## config.mk

```make
export PLATFORM = sky130hd
export DESIGN_NAME = bus_uart_tx
export DESIGN_NICKNAME = d
export VERILOG_FILES = /design/src/rtl/bus_uart_tx.sv
export SDC_FILE = /design/constraint.sdc
export NUM_CORES = 1
export LEC_CHECK = 0
export ABC_AREA = 1
export CAP_MARGIN = 20
export CORE_MARGIN = 1
export CORE_UTILIZATION = 46
export CTS_CLUSTER_SIZE = 14
export DETAILED_ROUTE_END_ITERATION = 7
export HOLD_SLACK_MARGIN = 0.02
export PLACE_DENSITY = 0.76
export SYNTH_ARGS = -nofsm -noshare
export SYNTH_HDL_FRONTEND = slang
export SYNTH_SLANG_ARGS = --single-unit
```

## constraint.sdc

```tcl
create_clock -name clk -period 2.4 [get_ports clk]
set_clock_uncertainty 0.2 [all_clocks]
set_input_delay 0.48 -clock clk [delete_from_list [all_inputs] [get_ports clk]]
set_output_delay 0.48 -clock clk [all_outputs]
set_load 0.05 [all_outputs]
```

## src/rtl/bus_uart_tx.sv

```systemverilog
`default_nettype none
// ============================================================================
// Module   : bus_uart_tx
// Purpose  : Memory-mapped 8N1 UART transmitter with a TX FIFO and a status register.
// Revision : 1.0  initial release
// ============================================================================
module bus_uart_tx #(
  parameter logic [31:0] BASE_ADDR    = 32'h40000018,
  parameter int          CLKS_PER_BIT = 868,
  parameter int          FIFO_DEPTH   = 8
) (
  input  logic        clk,
  input  logic        reset,
  input  logic        Device_Read,
  input  logic        Device_Write,
  input  logic [31:0] MemBus_Address,
  input  logic [31:0] MemBus_Write_Data,
  output logic [31:0] Device_Read_Data,
  output logic        uart_tx
);

  localparam int PTR_W  = $clog2(FIFO_DEPTH);
  localparam int CNT_W  = PTR_W + 1;
  localparam int BAUD_W = $clog2(CLKS_PER_BIT + 1);
  localparam logic [BAUD_W-1:0] C_BAUD_MAX = BAUD_W'(CLKS_PER_BIT - 1);
  localparam logic [CNT_W-1:0]  C_FULL_CNT = CNT_W'(FIFO_DEPTH);
  localparam logic [31:0]       C_STATUS_ADDR = BASE_ADDR + 32'd4;

  typedef enum logic [1:0] {
    S_IDLE  = 2'd0,
    S_START = 2'd1,
    S_DATA  = 2'd2,
    S_STOP  = 2'd3
  } state_t;

  state_t              r_state, w_state_next;
  logic [BAUD_W-1:0]   r_baud, w_baud_next;
  logic [2:0]          r_bit, w_bit_next;
  logic [7:0]          r_shift, w_shift_next;
  logic                r_tx, w_tx_next;
  logic                w_pop;

  logic [7:0]          r_mem [FIFO_DEPTH];
  logic [PTR_W-1:0]    r_wr_ptr, r_rd_ptr;
  logic [CNT_W-1:0]    r_count;
  logic                r_ovf;

  logic w_sel_txd, w_sel_stat, w_full, w_empty, w_busy;
  logic w_push_req, w_push, w_baud_done;
  logic w_unused_ok;

  assign w_sel_txd   = (MemBus_Address == BASE_ADDR);
  assign w_sel_stat  = (MemBus_Address == C_STATUS_ADDR);
  assign w_full      = (r_count == C_FULL_CNT);
  assign w_empty     = (r_count == '0);
  assign w_busy      = (r_state != S_IDLE);
  assign w_baud_done = (r_baud == C_BAUD_MAX);
  assign w_push_req  = Device_Write && w_sel_txd;
  // A full FIFO still accepts a byte when the head leaves on the same edge.
  assign w_push      = w_push_req && (!w_full || w_pop);
  assign w_unused_ok = &{1'b0, MemBus_Write_Data[31:8]};

  assign Device_Read_Data = (Device_Read && w_sel_stat)
                          ? {16'b0, 8'(r_count), 4'b0, r_ovf, w_empty, w_full, w_busy}
                          : 32'h0;
  assign uart_tx = r_tx;

  always_ff @(posedge clk) begin
    if (w_push) r_mem[r_wr_ptr] <= MemBus_Write_Data[7:0];
  end

  always_ff @(posedge clk or negedge reset) begin
    if (!reset) begin
      r_wr_ptr <= '0;
      r_rd_ptr <= '0;
      r_count  <= '0;
      r_ovf    <= 1'b0;
    end else begin
      if (w_push) r_wr_ptr <= r_wr_ptr + PTR_W'(1);
      if (w_pop)  r_rd_ptr <= r_rd_ptr + PTR_W'(1);
      case ({w_push, w_pop})
        2'b10:   r_count <= r_count + CNT_W'(1);
        2'b01:   r_count <= r_count - CNT_W'(1);
        default: r_count <= r_count;
      endcase
      if (w_push_req && !w_push)
        r_ovf <= 1'b1;
      else if (Device_Write && w_sel_stat && MemBus_Write_Data[3])
        r_ovf <= 1'b0;
    end
  end

  always_ff @(posedge clk or negedge reset) begin
    if (!reset) begin
      r_state <= S_IDLE;
      r_baud  <= '0;
      r_bit   <= '0;
      r_shift <= '0;
      r_tx    <= 1'b1;
    end else begin
      r_state <= w_state_next;
      r_baud  <= w_baud_next;
      r_bit   <= w_bit_next;
      r_shift <= w_shift_next;
      r_tx    <= w_tx_next;
    end
  end

  always_comb begin
    w_state_next = r_state;
    w_baud_next  = r_baud;
    w_bit_next   = r_bit;
    w_shift_next = r_shift;
    w_pop        = 1'b0;
    w_tx_next    = 1'b1;
    case (r_state)
      S_IDLE: begin
        w_baud_next = '0;
        if (!w_empty) begin
          w_pop        = 1'b1;
          w_shift_next = r_mem[r_rd_ptr];
          w_state_next = S_START;
        end
      end
      S_START: begin
        if (w_baud_done) begin
          w_baud_next  = '0;
          w_bit_next   = '0;
          w_state_next = S_DATA;
        end else begin
          w_baud_next = r_baud + BAUD_W'(1);
        end
      end
      S_DATA: begin
        if (w_baud_done) begin
          w_baud_next = '0;
          if (r_bit == 3'd7) begin
            w_state_next = S_STOP;
          end else begin
            w_bit_next   = r_bit + 3'd1;
            w_shift_next = {1'b0, r_shift[7:1]};
          end
        end else begin
          w_baud_next = r_baud + BAUD_W'(1);
        end
      end
      S_STOP: begin
        if (w_baud_done) begin
          w_baud_next  = '0;
          w_state_next = S_IDLE;
        end else begin
          w_baud_next = r_baud + BAUD_W'(1);
        end
      end
      default: w_state_next = S_IDLE;
    endcase
    // Line level is registered from the next state so each bit starts on its edge.
    case (w_state_next)
      S_START: w_tx_next = 1'b0;
      S_DATA:  w_tx_next = w_shift_next[0];
      default: w_tx_next = 1'b1;
    endcase
  end

endmodule
`default_nettype wire

```

==> out/metrics.csv, run 1 <==
metric;value;unit
Max-slew headroom;0.630;
critical path's largest stage delay;250;ps
WS Path Type;primary input to output pin;
Num CTS Buffers;9;
most frequent cell after synthesis;nor2_1;
Startpoint Class;primary input;
vias in the first global route;3497;
failing checks;setup timing;
post-route setup slack;-23.6;ps
CTS H-tree lvls;3;
slowest CP cell;nor3_4;
Avg Synthesized Cell Area;9.84;um^2
Syn-to-layout area delta;25.7;%
number of fill cells;815;
area share of the largest cell type after synthesis;0.411;
Fin. Hold Viols;0;
register share of total power;0.594;
Post-Route WL;10000;um
Ports;101;
average vias per placed instance;5.10;
RSZ-0062 raised after global routing;true;
sequential-to-total area share from yosys stat;0.599;
Post-DP HPWL;6990;um
combinational power share;0.061;
endpoints failing setup;7;
setup_tns;-62.8;ps
Rows;36;
cells after synthesis;475;
post-synthesis async set-or-reset flop share;0.354;
largest net degree at the start of global routing;36;
GRT Overall Usage;0.209;
period utilisation layout;1.01;
crit path DAT;1740;ps
Int Pwr;2310;uW
Skew-Pair Late Insertion Delay;370;ps
DRC;0;
Reg clk slew, reported paths;90;ps
CTS root buffer;clkbuf_8;
first-pass GRT wire length;16500;um
average routed wire per standard cell;14.3;um
most common flop cell mapped by yosys;edfxtp_1;
cell taking the most area after synthesis;edfxtp_1;
worst path required time;1720;ps
LEAKAGE;0.00235;uW
Finished Cell Area;5880;um^2
ant diodes;0;
CTS max path bufs;2;
share of layout cells above drive strength 1;0.195;
worst-path cell chain;buf_6 -> nor2_4 -> nand4_1 -> nor3_4 -> nand3_4 -> nor2_4 -> buf_12;
R2R Setup Slk;190;ps
warnings from Yosys;0;
Horiz. Die Dim;103;um
Max Cap Violations;0;
via count;3574;
placed inst area;5540;um^2
Clock Power Share;0.345;
Power Dens Cells;520;nW/um^2
Non-Filler Instances;701;
cell count after placement;680;
Die Span Y;103;um
EDFF count, synth;64;
number of synthesized register bits;99;
Initial Util;0.476;
HP Class;flip-flop to flip-flop;
synth cell count leaders;93 x nor2_1, 79 x nand2_1, 64 x edfxtp_1;
final critical-path required period;2420;ps
Netlist cell types;34;
status;complete, but fails checks;
worst-margin pin slew;555;ps
Synth area leaders;edfxtp_1 41%, dfrtp_1 18%, nor2_1 7.5%;
Max FO, Critical Path;8;
max-slew violations;0;
Crit. End Element;output pin;
worst vdd ir;0.645;mV
Highest Clock Rate;413;MHz
first-pass iteration count of the detailed router;5;
CTS tree;done;
clock sink count;99;
GR Overflow Total;0;
antenna-violating nets left;0;
initial antenna violation count;0;
Starting DRT DRC Count;190;
CP most frequent cell;nor2_4;
IO Port Bufs;52;
CTS Hold Bufs;0;
Final nets;639;
gp weighted congestion;0.857;
area of the core;9820;um^2
switching power;744;uW
Syn Std Cell Area;4680;um^2
switch share;0.243;
DIE AREA;10600;um^2
-- critical path, delay by kind of cell --
family | cells | cell delay [ps]
buffers and inverters | 2 | 240
AND/OR/NAND/NOR | 5 | 1020
-- state kept, by name (all words and copies together) (netlist names), 2 cells and up --
| name | flops |
|---|---|
| r_baud | 10 |
| r_mem | 64 |
| r_rd_ptr | 3 |
| r_shift | 8 |
| r_wr_ptr | 3 |
| r_count | 4 |
| r_bit | 3 |
| r_state | 2 |
-- area by class of cell --
cell class                 count  area (um^2)  share of cell area
inverter                      32          120              0.0204
clock inverter                 6         67.6              0.0115
multi-input combinational    332         1740               0.295
clock buffer                  10          138              0.0234
sequential                    99         2800               0.477
timing repair buffer          89          850               0.145
tap                          133          166              0.0283
-- logic make-up after synthesis --
| kind of cell | count (synthesis) | synth area share |
|---|---|---|
| AO/OA/AOI/OAI | 62 | 0.0760 |
| buffers and inverters | 67 | 0.0757 |
| flip-flops | 99 | 0.599 |
| other | 1 | 0.000802 |
| XOR/XNOR | 10 | 0.0187 |
| AND/OR/NAND/NOR | 228 | 0.209 |
| adder cells (fa/ha/maj) | 8 | 0.0214 |
-- stage by stage --
| step | util | hold WS (ps) | worst slack (ps) | power, uW |
|---|---|---|---|---|
| 2_1_floorplan | - | -15.6 | -116 | 1970 |
| 3_3_place_gp | 0.564 | 255 | -375 | 2040 |
| 3_5_place_dp | 0.564 | 258 | -472 | 2040 |
| 4_1_cts | 0.592 | 273 | -9.20 | 3080 |
| 5_1_grt | 0.599 | 287 | -76.5 | 3170 |
| 6_report | 0.599 | 278 | -23.6 | 3060 |
-- metal layers --
layer  routed length (um)  track usage  share of wire
met1                 4070        0.253           0.41
met2                 5330        0.369           0.53
met3                  487       0.0400          0.049
met4                  140       0.0856          0.014
met5                    0            0              0
-- power groups by stage --
stage	combinational, uW	clock, uW	sequential, uW
CTS	178	1080	1820
detailed placement	189	0	1850
floorplan	121	0	1850
global placement	186	0	1850
global route	200	1150	1820
finish	185	1050	1820
-- path summary, 6_finish.rpt --
path / cells after the start / start / end
worst max-delay path: 7 / MemBus_Address[12] / Device_Read_Data[9]
worst min-delay path: 1 / r_baud[9]$_DFF_PN0_ / r_baud[9]$_DFF_PN0_
worst max register to register: 9 / r_count[0]$_DFFE_PN0P_ / r_count[2]$_DFFE_PN0P_
worst min register to register: 1 / r_baud[9]$_DFF_PN0_ / r_baud[9]$_DFF_PN0_
max in group asynchronous: 2 / reset / uart_tx$_DFF_PN1_
min in group asynchronous: 2 / reset / r_wr_ptr[2]$_DFFE_PN0P_
-- repair_timing --
item,in CTS,in global routing
endpoints found under the setup margin,10,10
resized for setup,87,25
setup buffers,3,2
endpoints found under the hold margin,0,0
pin swaps,25,27
-- cells in the final DEF (no fill, tap or decap), types with 5 or more instances in the layout --
| cell | n |
|---|---|
| clkbuf_8 | 10 |
| o211ai_1 | 10 |
| inv_1 | 26 |
| nor2_4 | 10 |
| dlygate4sd2_1 | 6 |
| edfxtp_1 | 64 |
| conb_1 | 24 |
| xor2_1 | 5 |
| clkdlybuf4s50_1 | 12 |
| clkdlybuf4s15_1 | 13 |
| dfrtp_1 | 32 |
| buf_4 | 37 |
| nand4_1 | 8 |
| nand3_1 | 27 |
| buf_6 | 7 |
| nand2_1 | 79 |
| o21ai_1 | 6 |
| nor2_1 | 80 |
| ha_1 | 7 |
| o21ai_0 | 34 |
| buf_12 | 8 |
| nor2_2 | 6 |
| nor3_1 | 5 |
| inv_2 | 5 |
| a21oi_1 | 5 |
Power figures use the tool's default switching activity.
==> run 2: changes to the inputs <==
- SLEW_MARGIN: not set -> 0
==> results of run 2 <==
Same layout as run 1: the final DEF is identical, and so are final timing and power.
